--- src/rtl/ram_arbiter.sv ---
// Two-port (fetch/load-store) arbiter sharing one single-port byte-lane RAM.
// Define RAM_ARB_DPRIO_EN for fixed data-port priority instead of round-robin.
module ram_arbiter #(
  parameter int ADDR_WIDTH = 32,
  parameter int DATA_WIDTH = 32,
  parameter int MEM_BYTES  = 262144
) (
  input  logic                    clk,
  input  logic                    rst_n,
  input  logic                    i_req,
  input  logic [ADDR_WIDTH-1:0]   i_addr,
  output logic                    i_ack,
  output logic [DATA_WIDTH-1:0]   i_rdata,
  output logic                    i_err,
  input  logic                    d_req,
  input  logic                    d_we,
  input  logic [ADDR_WIDTH-1:0]   d_addr,
  input  logic [DATA_WIDTH/8-1:0] d_sel,
  input  logic [DATA_WIDTH-1:0]   d_wdata,
  output logic                    d_ack,
  output logic [DATA_WIDTH-1:0]   d_rdata,
  output logic                    d_err,
  output logic                    ram_en,
  output logic                    ram_we,
  output logic [ADDR_WIDTH-1:0]   ram_addr,
  output logic [DATA_WIDTH/8-1:0] ram_sel,
  output logic [DATA_WIDTH-1:0]   ram_wdata,
  input  logic [DATA_WIDTH-1:0]   ram_rdata
);

  localparam logic [ADDR_WIDTH:0] LP_LIMIT = (ADDR_WIDTH+1)'(MEM_BYTES);

  typedef enum logic [1:0] {ST_IDLE, ST_ACCESS, ST_DONE} state_t;
  typedef enum logic {PORT_I, PORT_D} port_t;

  state_t                  r_state;
  state_t                  w_nextState;
  port_t                   r_owner;
  port_t                   r_lastGrant;
  logic                    r_errQ;
  logic [DATA_WIDTH-1:0]   r_iRdata;
  logic [DATA_WIDTH-1:0]   r_dRdata;
  logic                    w_anyReq;
  logic                    w_grantD;
  logic [ADDR_WIDTH-1:0]   w_grantAddr;

  assign w_anyReq = i_req | d_req;

`ifdef RAM_ARB_DPRIO_EN
  assign w_grantD = d_req;
`else
  // Under contention the port that did not win last time gets the grant.
  assign w_grantD = d_req & (~i_req | (r_lastGrant == PORT_I));
`endif

  assign w_grantAddr = w_grantD ? d_addr : i_addr;

  always_comb begin
    w_nextState = r_state;
    case (r_state)
      ST_IDLE:   if (w_anyReq) w_nextState = ST_ACCESS;
      ST_ACCESS: w_nextState = ST_DONE;
      ST_DONE:   w_nextState = ST_IDLE;
      default:   w_nextState = ST_IDLE;
    endcase
  end

  always_ff @(posedge clk) begin
    if (!rst_n) begin
      r_state     <= ST_IDLE;
      r_owner     <= PORT_I;
      r_lastGrant <= PORT_D;
      r_errQ      <= 1'b0;
      r_iRdata    <= '0;
      r_dRdata    <= '0;
    end else begin
      r_state <= w_nextState;
      if (r_state == ST_IDLE && w_anyReq) begin
        r_owner     <= w_grantD ? PORT_D : PORT_I;
        r_lastGrant <= w_grantD ? PORT_D : PORT_I;
        r_errQ      <= ({1'b0, w_grantAddr} >= LP_LIMIT);
      end
      // Read data is captured only for in-range reads; write acks keep the old value.
      if (r_state == ST_ACCESS && !r_errQ) begin
        if (r_owner == PORT_I) r_iRdata <= ram_rdata;
        else if (!d_we)        r_dRdata <= ram_rdata;
      end
    end
  end

  always_comb begin
    ram_en    = 1'b0;
    ram_we    = 1'b0;
    ram_addr  = '0;
    ram_sel   = '0;
    ram_wdata = '0;
    i_ack     = 1'b0;
    i_err     = 1'b0;
    d_ack     = 1'b0;
    d_err     = 1'b0;
    case (r_state)
      ST_ACCESS: begin
        // Reset during the access cycle must suppress the RAM write.
        if (!r_errQ) begin
          ram_en = rst_n;
          if (r_owner == PORT_D) begin
            ram_we    = d_we;
            ram_addr  = d_addr;
            ram_sel   = d_sel;
            ram_wdata = d_wdata;
          end else begin
            ram_addr = i_addr;
            ram_sel  = '1;
          end
        end
      end
      ST_DONE: begin
        if (r_owner == PORT_I) begin
          i_ack = 1'b1;
          i_err = r_errQ;
        end else begin
          d_ack = 1'b1;
          d_err = r_errQ;
        end
      end
      default: ;
    endcase
  end

  assign i_rdata = r_iRdata;
  assign d_rdata = r_dRdata;

endmodule

--- config.mk ---
export PLATFORM = sky130hd
export DESIGN_NAME = ram_arbiter
export DESIGN_NICKNAME = d
export VERILOG_FILES = /design/src/rtl/ram_arbiter.sv
export SDC_FILE = /design/constraint.sdc
export NUM_CORES = 1
export LEC_CHECK = 0
export CORE_ASPECT_RATIO = 0.9
export CORE_MARGIN = 3
export CORE_UTILIZATION = 35
export DETAILED_ROUTE_END_ITERATION = 12
export PLACE_DENSITY = 0.84
export SLEW_MARGIN = 25
export SYNTH_ARGS = -nofsm -noshare
export SYNTH_HDL_FRONTEND = slang
export SYNTH_SLANG_ARGS = --single-unit
export TNS_END_PERCENT = 30
--- constraint.sdc ---
create_clock -name clk -period 5.13 [get_ports clk]
set_clock_uncertainty 0.1 [all_clocks]
set_input_delay 1.539 -clock clk [delete_from_list [all_inputs] [get_ports clk]]
set_output_delay 1.539 -clock clk [all_outputs]
set_load 0.005 [all_outputs]
==> out/metrics.cfg <==
[sta]
hold_viol = 0
slew_headroom_pct = 46.3
worst_pin_slew_ps = 804
setup_viol = 0
maxSlewViolCount = 0
fin_ws_ps = 508
rsz0062_at_grt = false
tns_ps = 0
fin_crit_ps = 4620
max_clock_freq_ghz = 0.216
fin_crit_sh_pct = 90.1

[yosys]
netlist_instances = 437
ys_seq_elements = 69
synth-warning-count = 0
synth_area_per_cell_um2 = 8.15
syn-num-nets = 574
syn_area_um2 = 3560
synth_cell_types = 32
ys_seq_area_share_pct = 38.8

[clock_network]
post_cts_buffers = 0
htree_levels = 3
numCtsBuffers = 9
worstSkewPairLatency_ps = 320
cts_tree = yes
postCtsResizedCells = 0
cts_root_buf = clkbuf_16
cts.sink_count = 69
clock_path_buffers = 2
path_clk_slew_ps = 50
postCtsHoldBufs = 0

[power_and_ir_drop]
ir_worst_vdd_mv = 0.234
p_leak_nw = 2.46
power_density_nw_per_um2 = 227

[worst_setup_path]
cp_slowest_stage_delay_ps = 580
required_ps = 3490
slowest_stage = clkdlybuf4s50_1
critical_path_class = input pin to output pin
start_kind = input pin
cp_max_fo = 1
cp.arrival_ps = 2980
cp_cell_sequence = clkdlybuf4s50_1, mux2i_1, nor2_1, clkdlybuf4s50_1
cpMostUsedCell = clkdlybuf4s50_1
end_kind = output pin

[floorplanning]
pin_count = 275
start_util_pct = 36.4
core-area_um2 = 9780
rows = 34
die_w_um = 112
dieArea_um2 = 11400
die-height_um = 102

[placed_design]
io_buffers = 274
pre_cts_ws_ps = 552
dp_hpwl_um = 11800
gp_congestion = 0.878
place_area_um2 = 6350

[drt]
drt_iter0_markers = 241
drc = 0
ant_nets = 0
post_drt_wl_per_cell_um = 18.0
num_vias = 4109
vias_per_cell = 4.97
dr.pass1.iters = 4
drt-total-wl_um = 14900

[outcome]
status = complete, no violations

[global_routing]
grt.overflow.total = 0
grt_max_degree = 70
antenna_found_initial = 4
grt_pass1_wl_um = 22300
grt_pass1_vias = 4104
globalRouteTotalUtil_pct = 25.1

[finish]
drive_gt1_share_pct = 8.43
final_nets = 832
final_cell_mix = clkdlybuf4s50_1, nand2_1, dfxtp_1
final_common_cell = clkdlybuf4s50_1
finalInstanceArea_um2 = 6650
syn_to_final_growth_pct = 86.8
fillCellCount = 797

[hold_path]
worst_hold_path_type = flop to flop

[flow_run]
max-cap-violations = 0

final timing paths:
check,startpoint,endpoint,slack (ps),cells after the start
worst max-delay path,d_addr[5],ram_addr[5],510,4
worst min-delay path,i_rdata[16]$_SDFFE_PN0P_,i_rdata[16]$_SDFFE_PN0P_,350,2
worst max register to register,r_state[0]$_SDFFE_PN0P_,i_rdata[0]$_SDFFE_PN0P_,2970,4
worst min register to register,i_rdata[16]$_SDFFE_PN0P_,i_rdata[16]$_SDFFE_PN0P_,350,2
where the power goes:
| part | switching (W) | leakage (nW) | internal, W |
|---|---|---|---|
| sequential | 0.0000186 | 0.560 | 0.000556 |
| combinational | 0.000123 | 1.74 | 0.000203 |
| clock | 0.000222 | 0.152 | 0.000388 |
kinds of logic (layout without fill, tap and decap cells):
group	after synthesis	after routing	share of synthesized area [%]
other cells	0	1	0
mux	32	32	8.99
compound gates	74	74	18.5
buf+inv	39	302	5.41
flops	69	69	38.8
simple gates	223	223	28.3
state kept, by name (all words and copies together) (netlist names):
name / count
i_rdata: 32
r_owner: 1
d_rdata: 32
r_lastGrant: 1
r_errQ: 1
r_state: 2
cells in the mapped netlist:
library cell	instances	share of area (%)
nand2_1	133	14
dfxtp_1	69	39
nor2_1	35	3.7
and3_1	34	6.0
mux2i_1	32	9.0
a21boi_1	30	6.3
a21boi_2	30	9.5
clkbuf_1	23	2.4
a21boi_0	5	1.1
inv_1	5	0.53
a21oi_1	4	0.56
and2_1	4	0.70
buf_2	4	0.56
buf_6	4	1.3
nor4_1	4	0.70
buf_4	3	0.63
nor2b_1	2	0.35
or4_1	2	0.42
a2111oi_0	1	0.25
a31oi_1	1	0.18
and3b_1	1	0.25
nand2b_1	1	0.18
nand3_1	1	0.14
nand3b_1	1	0.21
nand4_1	1	0.18
nor2_4	1	0.32
nor3b_2	1	0.35
nor3b_4	1	0.53
o211ai_1	1	0.21
o21a_1	1	0.21
o221ai_1	1	0.25
or3b_4	1	0.32
critical path, delay by kind of cell:
family        cells  cell delay [ps]
mux               1               70
simple gates      1              320
buf+inv           2             1050
metrics by stage:
stage | hold slack (ps) | utilization, % | total power, W | cells
final | 351 | 68.0 | 0.00151 | 827
after global routing | 377 | 68.0 | 0.00157 | 826
after CTS | 354 | 68.0 | 0.00152 | 826
after detailed placement | 346 | 64.9 | 0.000912 | 810
after global placement | 340 | 64.9 | 0.000905 | 810
after floorplan | 351 | - | 0.000698 | 437
metal layers:
layer,GRT usage (%),part of all wire [%]
met1,28.9,38
met5,0,0.34
met4,6.28,1.5
met2,45.4,52
met3,8.00,8.0
layout make-up:
class	instances	area, µm²	area share [%]
Timing Repair Buffer	281	2800	42.1
Antenna cell	1	2.50	0.0376
Inverter	5	18.8	0.282
Sequential cell	69	1380	20.8
Clock inverter	6	62.6	0.940
Tap cell	126	158	2.37
Clock buffer	10	239	3.59
Multi-Input combinational cell	329	1990	29.9
No activity file was read; power rests on OpenSTA's default activity.
